**src/rtl/template_match_scorer.sv**
```systemverilog
// rtl/template_match_scorer.sv - scores a 16x16 canvas sample against a template row by row
// Rows are XNORed into a stage-1 register, then popcounted into the accumulator on the next edge.
module template_match_scorer #(
    parameter logic [8:0] THRESH = 9'd200
) (
    input  logic        clk,
    input  logic        rst_n,
    input  logic        start,
    output logic [3:0]  rom_addr,
    input  logic [0:15] rom_char,
    output logic [3:0]  can_addr,
    input  logic [0:15] can_row,
    output logic        busy,
    output logic        done,
    output logic [8:0]  score,
    output logic        match
);

    localparam logic [1:0] S_IDLE  = 2'd0;
    localparam logic [1:0] S_SCAN  = 2'd1;
    localparam logic [1:0] S_FLUSH = 2'd2;
    localparam logic [1:0] S_DONE  = 2'd3;

    logic [1:0]  state_q, state_d;
    logic [3:0]  row_q, row_d;
    logic [8:0]  acc_q, acc_d;
    logic [0:15] stage_q, stage_d;
    logic [8:0]  score_q, score_d;
    logic        match_q, match_d;

    logic [4:0]  pop;
    logic [8:0]  sum;

    always_comb begin
        pop = 5'd0;
        for (int i = 0; i < 16; i++) begin
            pop = pop + {4'd0, stage_q[i]};
        end
    end

    assign sum = acc_q + {4'd0, pop};

    always_comb begin
        state_d = state_q;
        row_d   = row_q;
        acc_d   = acc_q;
        stage_d = stage_q;
        score_d = score_q;
        match_d = match_q;
        case (state_q)
            S_IDLE: begin
                if (start) begin
                    state_d = S_SCAN;
                    row_d   = 4'd0;
                    acc_d   = 9'd0;
                end
            end
            S_SCAN: begin
                stage_d = ~(rom_char ^ can_row);
                row_d   = row_q + 4'd1;
                // stage_q holds no captured row yet on the first scan edge
                if (row_q != 4'd0) begin
                    acc_d = sum;
                end
                if (row_q == 4'd15) begin
                    state_d = S_FLUSH;
                end
            end
            S_FLUSH: begin
                acc_d   = sum;
                score_d = sum;
                match_d = (sum >= THRESH);
                state_d = S_DONE;
            end
            default: begin
                state_d = S_IDLE;
            end
        endcase
    end

    always_ff @(posedge clk or negedge rst_n) begin
        if (!rst_n) begin
            state_q <= S_IDLE;
            row_q   <= 4'd0;
            acc_q   <= 9'd0;
            stage_q <= '0;
            score_q <= 9'd0;
            match_q <= 1'b0;
        end else begin
            state_q <= state_d;
            row_q   <= row_d;
            acc_q   <= acc_d;
            stage_q <= stage_d;
            score_q <= score_d;
            match_q <= match_d;
        end
    end

    assign rom_addr = row_q;
    assign can_addr = row_q;
    assign busy     = (state_q == S_SCAN) || (state_q == S_FLUSH);
    assign done     = (state_q == S_DONE);
    assign score    = score_q;
    assign match    = match_q;

endmodule

```
**config.mk**
```make
export PLATFORM = sky130hd
export DESIGN_NAME = template_match_scorer
export DESIGN_NICKNAME = d
export VERILOG_FILES = /design/src/rtl/template_match_scorer.sv
export SDC_FILE = /design/constraint.sdc
export NUM_CORES = 1
export LEC_CHECK = 0
export ABC_AREA = 1
export CAP_MARGIN = 15
export CORE_MARGIN = 2
export CORE_UTILIZATION = 45
export DETAILED_ROUTE_END_ITERATION = 8
export PLACE_DENSITY_LB_ADDON = 0.12
export SLEW_MARGIN = 15
export SYNTH_ARGS = -nofsm -noshare
export SYNTH_HDL_FRONTEND = slang
export SYNTH_SLANG_ARGS = --single-unit
export TNS_END_PERCENT = 20
```
**constraint.sdc**
```tcl
create_clock -name clk -period 5.7 [get_ports clk]
set_input_delay 0.855 -clock clk [delete_from_list [all_inputs] [get_ports clk]]
set_output_delay 0.855 -clock clk [all_outputs]
set_load 0.03 [all_outputs]
```
* Yosys cells after proc, flatten, opt, wreduce, memory -nomap -nowiden
Cells that the tools add are included. Widths: inputs -> output; s select.
Cells by class: add/sub/neg operators 17, magnitude comparators 1, equality and inequality tests 7, muxes and demuxes 8, bitwise operators 2, reduce and logical (&&, ||, !) cells 8
Operator list (count):
- $add 5x1->5 | 11
- $pmux 9 s3 | 1
- $mux 9 | 2
- $not 16->16 | 1
- $xor 16x16->16 | 1
- $add 9x5->9 | 1
- $ge 9x8->1 const B | 1
- $pmux 4 s2 | 1
- $ne 2x2->1 const B | 3
- $pmux 2 s3 | 1
- $add 4x1->5 | 1
- $add 3x1->4 | 1
- $add 4x1->4 const B | 1
- $eq 2x2->1 const B | 2
- $eq 4x4->1 const B | 1
- $mux 2 | 2
- $mux 4 | 1
- $reduce_and 2->1 | 2
- $reduce_bool 4->1 | 1
- $add 2x1->3 | 1
- $reduce_and 3->1 | 1
- $reduce_bool 3->1 | 1
- $add 1x1->2 | 1
- $eq 2x1->1 const B | 1
- 3 further kinds | 3
Storage, ports and cells: register bits 41, input port bits 35, word-level logic and storage cells 49

* Longest topological paths before layout
depth in word-level cells 18, gate-level depth with buffers 19, mapped depth without buffers 19

* Worst setup path before layout
No wires, ideal clock.
path kind register to register, from register acc_q[0], to register match_q, in the netlist match, data arrival time 3765 ps, data required time 5579 ps, path slack 1814 ps, cell stages (with the launch flop) 16, buffers on the path 0, clock period less this slack 3886 ps, path through dfrtp_1 fa_1 inv_1 fa_1 fa_1 fa_1 fa_1 fa_1 inv_1 nand3_1 nand2_1 nand2_1 nand3_1 nand2_1 nor2_2 a21oi_2
On the way: word-level cells in the longest chain between the ends 2
RTL lines:
- from (decl) | line 26 | logic [8:0] acc_q, acc_d;
- from (signal assigned) | line 85 | acc_q <= 9'd0;
- from (signal assigned) | line 92 | acc_q <= acc_d;
- $add 9x5->9 | line 41 | assign sum = acc_q + {4'd0, pop};
- $ge 9x8->1 | line 72 | match_d = (sum >= THRESH);
- to (signal assigned) | line 95 | match_q <= match_d;
- to (decl) | line 29 | logic match_q, match_d;
No other way between the ends. A chain may end at the register's enable or synchronous reset.

* Worst setup path in the final report
Ends and elaborated chain as after synthesis.

==> flow_summary_export.csv <==
group,metric,value,unit
place,dp_hpwl,3660,microns
synthesis,synth.area.mux_share,0,
layout,finalNonFillerCells,413,
clock_network,hold_buffers,0,
global_route,grt_use_met1,0.211,
clock_network,clk_latency,290,ps
synthesis,netlist_area,2510,sq um
synthesis,synth-seq-area-share,0.408,
sta,hold_violations,0,
sta,grt_setup_unrepaired,"no",
floorplanning,die_x,78.8,microns
floorplanning,io_pins,55,
clock_network,cts_root_buf,"clkbuf_8",
synthesis,synth-seq-cells,41,
place,dp_cells,406,
worst_setup_path,cp.required,5920,ps
clock_network,path_clk_slew,70,ps
sta,setup_tns,0,ps
worst_setup_path,cp-end-kind,"register",
floorplanning,die-height,78.8,microns
sta,slew_viol_final,0,
sta,setup_viol,0,
clock_network,post-cts-setup-buffers,0,
synthesis,synth_fa_ha_area_frac,0.165,
layout,area_growth,26.5,%
sta,maxSlewHeadroom,0.386,
global_route,grt_antenna_before_repair,0,
sta,skew,7.49,ps
sta,fin_crit,4060,ps
sta,worst_pin_slew,922,ps
hold_path,min_path_cells,2,
hold_path,whs_endpoint,"stage_q[6]",
global_route,gr-usage-met3,0.0375,
global_route,grt_pass1_vias,1864,
floorplanning,core,5440,sq um
clock_network,cts.sinks,41,
synthesis,synth_compound_area_frac,0.0940,
synthesis,yosysTopAreaCellShare,0.408,
worst_setup_path,cp-start-kind,"register",
synthesis,synth_top_area_cell,"dfrtp_1",
synthesis,postSynthCellCount,288,
floorplanning,die-area,6200,sq um
global_route,grt_first_pass_wirelength,8160,microns
layout,layout-drive-gt1-share,0.0733,
sta,final_min_period_over_clock_period,0.713,
hold_path,hold_path.class,"reg2reg",
worst_setup_path,ff2ff_setup_slack,1640,ps
clock_network,cts_tree,"done",
place,gp_congestion,0.808,
routing,drc_errors,0,
routing,first_iter_violations,73,
global_route,grt.busiest_layer,"met2",
worst_setup_path,r2r_end,"match",
global_route,grt_use_total,0.167,
hold_path,hp-start,"stage_q[6]",
sta,fmax,246,MHz
worst_setup_path,critPathArrivalTime,4290,ps
place,place_ws,1630,ps
worst_setup_path,crit_fanout,2,
global_route,gr-usage-met2,0.286,
floorplanning,std_cell_rows,27,
layout,layout_common_cells,"nand2_1 (58), clkdlybuf4s50_1 (53), inv_1 (47), dfrtp_1 (41), o21ai_0 (27)",
synthesis,synthTopCellsByArea,"dfrtp_1 (41%), fa_1 (9.6%), nand2_1 (8.7%), inv_1 (7.0%), ha_1 (7.0%)",
flow_run,max_cap_viol_count,0,
global_route,grt.overflow.total,0,
routing,postRouteAntennaNets,0,
place,io_buffers,54,
run_status,status,"completed",
routing,vias,1940,
synthesis,synth-simple-area-share,0.173,
global_route,grt_max_degree,42,
synthesis,synth.distinct_cells,26,
floorplanning,initial_core_util,0.462,
synthesis,yosys_warnings,0,
routing,wire_per_inst,11.4,microns
clock_network,ctsLongestPathBuffers,2,
synthesis,synth_top_family_by_area,"simple AND/OR/NAND/NOR gates",
routing,wl,4710,microns
synthesis,syn_area_per_cell,8.73,sq um
routing,dr.pass1.iters,4,
synthesis,synth_xor_area_frac,0.0662,
layout,fin_util,0.585,
routing,avgViaCountPerCell,4.70,
layout,final_common_cell,"nand2_1",
worst_setup_path,r2r_cells,16,
synthesis,synth_nets,349,
layout,antenna_cells,0,
worst_setup_path,reg2reg_from,"acc_q[0]",
clock_network,htree_levels,2,
clock_network,cts_resized,0,
layout,nNetsFinal,402,
clock_network,numCtsBuffers,5,
sta,worst_slack,1640,ps
worst_setup_path,path_class,"reg2reg",
## synthesized netlist by cell type, drive strengths merged
cell type	instances
a21oi	7
nor3	1
fa	12
buf	4
ha	14
nand2	67
o21ai	33
a31oi	2
or2	2
xor2	19
o22ai	2
o31ai	1
nand4	3
clkbuf	4
inv	51
nor2	13
nand3	12
dfrtp	41
## metrics by stage
stage | hold slack (ps) | cell area, sq um
4_1_cts | 492 | 3180
2_1_floorplan | 453 | 2510
6_report | 485 | 3180
3_5_place_dp | 474 | 3100
3_3_place_gp | 467 | 3100
5_1_grt | 524 | 3180
## how the worst max path moves through the flow
stage | from | end | cells after the start
6_report | acc_q[0] | match | 16
5_1_grt | acc_q[0] | match | 16
4_1_cts | acc_q[0] | match | 16
3_5_place_dp | acc_q[0] | match | 15
3_3_place_gp | acc_q[0] | match | 15
2_1_floorplan | acc_q[0] | match | 15
## critical path, cell delays in order (launching register included)
cell,delay [ps]
dfrtp_1,400
fa_1,540
inv_1,60
fa_1,490
fa_1,540
fa_1,420
fa_1,420
fa_1,420
inv_1,90
nand3_1,90
nand2_1,100
nand2_1,70
nand2_1,60
nand2_1,60
nand2_2,70
nand3_2,80
a21oi_2,100
## flip-flops by register name (all words and copies together), names as in the netlist
signal	count
acc_q	9
can_addr	4
match	1
score	9
stage_q	16
state_q	2
## layer usage
metal | wire [microns] | vias up
li1 | - | 998
met1 | 2130 | 880
met2 | 2240 | 54
met3 | 240 | 8
met4 | 93 | 0
met5 | 0 | -
## kinds of logic (layout without fill, tap and decap cells)
| family | Yosys count | in the layout |
|---|---|---|
| AND/OR/NAND/NOR | 98 | 98 |
| buffers and inverters | 59 | 112 |
| XOR/XNOR | 19 | 19 |
| flip-flops | 41 | 41 |
| adder cells (fa/ha/maj) | 26 | 26 |
| AO/OA/AOI/OAI | 45 | 45 |
## final cells by class
cell class / instances / area [sq um]
Sequential cell: 41 / 1030
Inverter: 51 / 191
Tap cell: 72 / 90.1
Multi-Input combinational cell: 188 / 1250
Fill cell: 528 / 2260
Clock buffer: 7 / 86.3
Timing Repair Buffer: 54 / 536
Power is not shown: default switching activity piles up to over one toggle a cycle in this logic, so the estimate is an artifact.
==> variant 1 (config.mk and constraints unchanged) <==
Make the reset (`rst_n`) synchronous in one clocked block.
--- a/src/rtl/template_match_scorer.sv
+++ b/src/rtl/template_match_scorer.sv
@@ -80,3 +80,3 @@
 
-    always_ff @(posedge clk or negedge rst_n) begin
+    always_ff @(posedge clk) begin
         if (!rst_n) begin
Check against the original RTL: differs if rst_n is asserted again (counterexample within 4 cycles, from zero or initial values and one cycle with rst_n low); with rst_n held inactive, the same outputs for 10 cycles.
==> variant 1 against the original RTL <==
  * Wire length increased by 6.7%
  * Critical endpoint is now score[8]
  * Setup slack improved by 8.8 ps
  * Area after synthesis grew 1.0%
  * Sequential cell count unchanged
  * Worst hold slack lost 11 ps
  * Non-clock buffer count unchanged
  * Synthesized cell count is 19% higher
  * Global-route usage rose by 1.0 points
  * Design area grew 0.47%
  * Via count is 10% higher
  * Highest routed layer unchanged
==> variant 1: results (changes against the original RTL) <==
global_routing:
  grt_pass1_vias: 2025  # was 1,864
  grt_max_degree: 33  # was 42
  overflow: 0  # unchanged
  globalRouteTotalUtil: 0.177  # was 0.167
  grt_pass1_wl_um: 8830  # was 8160 um
drt:
  wl_per_cell_um: 10.8  # was 11.4 um
  drtIter0Drc: 79  # was 73
  met2_length_um: 2410  # was 2240 um
  viasPerCell: 4.59  # was 4.70
  met1_length_um: 2320  # was 2130 um
  met3_length_um: 230  # was 240 um
clock_tree:
  cts_max_level: 2  # unchanged
synth:
  synth_cells: 343  # was 288
  synth_commonest_cells: "inv_1, nand2_1, dfxtp_1"  # was nand2_1, inv_1, dfrtp_1
  yosysUniqueCellTypes: 28  # was 26
  async_flop_share: 0  # was 1.00
  ys.flop_type: "dfxtp_1"  # was dfrtp_1
  ys_seq_area_frac: 0.323  # was 0.408
place:
  dp_hpwl_um: 3900  # was 3660 um
  gp_congestion: 0.809  # was 0.808
  dp_cells: 458  # was 406
  dpl_cell_area_mm2: 0.00311  # was 0.00310 mm2
outcome:
  outcome: "completed"  # unchanged
final_layout:
  layout.nets: 454  # was 402
  mostFrequentLayoutCell: "inv_1"  # was nand2_1
  n_fill_cell: 532  # was 528
timing:
  final.setup_skew_ps: 7.58  # was 7.49 ps
  tightest_slew_ps: 1030  # was 922 ps
-- variant 1: final timing paths --
path	startpoint	endpoint	slack (ps)	depth (start not counted)
worst max-delay path	acc_q[0]	score[8]	1650	17
worst min-delay path	acc_q[1]	acc_q[1]	470	2
worst max register to register	acc_q[0]	score[8]	1650	17
worst min register to register	acc_q[1]	acc_q[1]	470	2
-- variant 1: logic make-up after synthesis --
group,Yosys count,share of synthesized area
compound gates,62,0.126
fa+ha+maj,26,0.163
buf+inv,88,0.138
xor+xnor,17,0.0586
flops,41,0.323
simple gates,109,0.192
-- variant 1: final cells by class --
class	instances	area, um2	share of cell area
clock buffer	7	86.3	0.0270
tap	72	90.1	0.0282
inverter	77	289	0.0904
multi-input combinational	214	1370	0.429
sequential	41	821	0.257
timing repair buffer	54	541	0.169
-- variant 1: metal layers --
layer | track usage | up-vias
li1 | - | 1144
met1 | 0.227 | 933
met2 | 0.303 | 52
met3 | 0.0307 | 7
met4 | 0.0569 | 0
met5 | 0 | -
-- variant 1: through the flow --
step | setup WS (ps) | hold slack [ps]
finish | 1650 | 473
floorplan | 1820 | 450
global placement | 1730 | 460
global route | 1420 | 494
detailed placement | 1670 | 466
CTS | 1620 | 478
-- variant 1: where the power goes --
part	internal [mW]	switching, mW
clock	0.0961	0.0932
sequential	0.371	0.0439
combinational	0.465	0.701
total	0.932	0.838
-- variant 1: worst max-delay path, cell delays in order, from the launching register on --
cell	delay (ps)
dfxtp_1	330
fa_1	540
inv_1	50
fa_1	470
fa_1	530
fa_1	430
fa_1	410
fa_1	420
inv_1	120
nand3_2	80
nand2_1	90
nand2_1	70
nand2_1	60
nand2_1	60
nand2_2	60
nor2_1	40
or2_1	200
inv_1	50
==> variant 2 (config.mk and constraints unchanged) <==
Without the edit above. Set the parameter `THRESH` to 9'd100 (it was 9'd200).
--- a/src/rtl/template_match_scorer.sv
+++ b/src/rtl/template_match_scorer.sv
@@ -3,3 +3,3 @@
 module template_match_scorer #(
-    parameter logic [8:0] THRESH = 9'd200
+    parameter logic [8:0] THRESH = 9'd100
 ) (
Behaviour: no difference found for any inputs over 10 cycles, from zero or initial values and one cycle with rst_n low; that may be too few to reach the edited logic, so the function may still have changed.
==> variant 2 against the original RTL <==
  * Area after synthesis up 1.3%
  * Global-route usage rose by 0.093 points
  * Design area up 0.90%
  * Sequential share of layout area down 0.29 points
  * Count of clock-buffer cells in the layout is the same
  * Die area grew 1.3%
  * Clock skew decreased by 4.5 ps
  * Setup slack lost 100 ps
  * Wire length is 1.9% lower
  * Synthesized cell count unchanged
  * Sequential cell count stayed put
  * Highest routed layer unchanged
Power is left out: the tool's default activity adds up to more than one toggle a clock period on the data nets, which glitch-free logic cannot reach.
==> variant 2: results (changes against the original RTL) <==
final_layout:
  layout.nets: 401  # was 402
  synthToLayoutAreaGrowth_pct: 26.0  # was 26.5%
  n_fill_cell: 536  # was 528
  largest_reg_flops: 16  # unchanged
  antenna_cells: 0  # unchanged
  drive_gt1_frac: 0.0618  # was 0.0733
flow_run:
  max-cap-violations: 0  # unchanged
place:
  dp_slack_ps: 1550  # was 1630 ps
  numPortBuffers: 54  # unchanged
  gp_congestion: 0.812  # was 0.808
  dp_hpwl_um: 3710  # was 3660 um
  dp_cells: 405  # was 406
  dpl_cell_area_mm2: 0.00312  # was 0.00310 mm2
clock_tree:
  clk_latency_ps: 280
  cts_resized: 0  # unchanged
  clk_path_buf_depth: 2  # unchanged
  cts_setup_buffers: 0  # unchanged
  cts_buffers: 5  # unchanged
  clkSlewWorstSetupHoldPaths_ps: 70  # about the same
  cts.root.buffer_cell: "clkbuf_8"  # unchanged
synth:
  ys_seq_area_frac: 0.403  # was 0.408
  synth_commonest_cells: "nand2_1, inv_1, dfrtp_1"  # unchanged
  yosysUniqueCellTypes: 28  # was 26
  async_flop_share: 1.00  # unchanged
  ys.warnings.count: 0  # unchanged
  synth_nets: 349  # unchanged
  synth_area_leaders: "dfrtp_1, nand2_1, fa_1, inv_1, ha_1"  # was dfrtp_1, fa_1, nand2_1, inv_1, ha_1
  ys.flop_type: "dfrtp_1"  # unchanged
  avgSynthCellArea_um2: 8.85  # was 8.73 um2
global_routing:
  overflow: 0  # unchanged
  grt_antenna_before_repair: 0  # unchanged
  use_met2: 0.286  # about the same
  grt_pass1_vias: 1883  # was 1,864
  globalRouteTotalUtil: 0.168  # was 0.167
  use_met3: 0.0420  # was 0.0375
  grt_max_degree: 42  # unchanged
  grt_util_met1: 0.213  # was 0.211
  grt_pass1_wl_um: 8260  # was 8160 um
worst_setup_path:
  cp_max_fo: 4  # was 2
  critPathMaxStageDelay_ps: 540  # about the same
  crit_start: "acc_q[0]"  # unchanged
  cp.arrival_ps: 4380  # was 4290 ps
  cp_top_family: "adder cells"  # unchanged
  crit_slowest_cell: "fa_1"  # unchanged
drt:
  drtIter0Drc: 96  # was 73
  totalWireLength_um: 4620  # was 4710 um
  met3_length_um: 188  # was 240 um
  met2_length_um: 2310  # was 2240 um
  wl_per_cell_um: 11.2  # was 11.4 um
  dr.pass1.iters: 4  # unchanged
  met1_length_um: 2050  # was 2130 um
  viasPerCell: 4.72  # was 4.70
  top_layer: "met4"  # unchanged
hold_path:
  worstHoldPathType: "reg -> reg"  # unchanged
  min_from: "score[8]"  # was stage_q[6]
timing:
  tightest_slew_ps: 885  # was 922 ps
  slew_violations: 0  # unchanged
  final.setup_skew_ps: 2.98  # was 7.49 ps
outcome:
  outcome: "completed"  # unchanged
-- variant 2: path summary, 6_finish.rpt --
check                             end  slack [ps]  depth (start not counted)
setup / recovery                match        1540                         16
hold / removal               score[8]         480                          1
setup reg to reg                match        1540                         16
hold reg to reg              score[8]         480                          1
max in group asynchronous  stage_q[4]        4460                          1
min in group asynchronous  state_q[0]         680                          1
-- variant 2: cell families (layout without fill, tap and decap cells) --
group | Yosys count | after routing | synth area share
adder cells (fa/ha/maj) | 26 | 26 | 0.163
buffers and inverters | 58 | 110 | 0.0938
AND/OR/NAND/NOR | 99 | 99 | 0.175
AO/OA/AOI/OAI | 47 | 47 | 0.108
XOR/XNOR | 17 | 17 | 0.0584
flip-flops | 41 | 41 | 0.403
-- variant 2: layout make-up --
class / instances / area share
Clock buffer: 7 / 0.0269
Inverter: 49 / 0.0588
Sequential cell: 41 / 0.320
Timing Repair Buffer: 54 / 0.167
Tap cell: 72 / 0.0281
Multi-Input combinational cell: 189 / 0.400
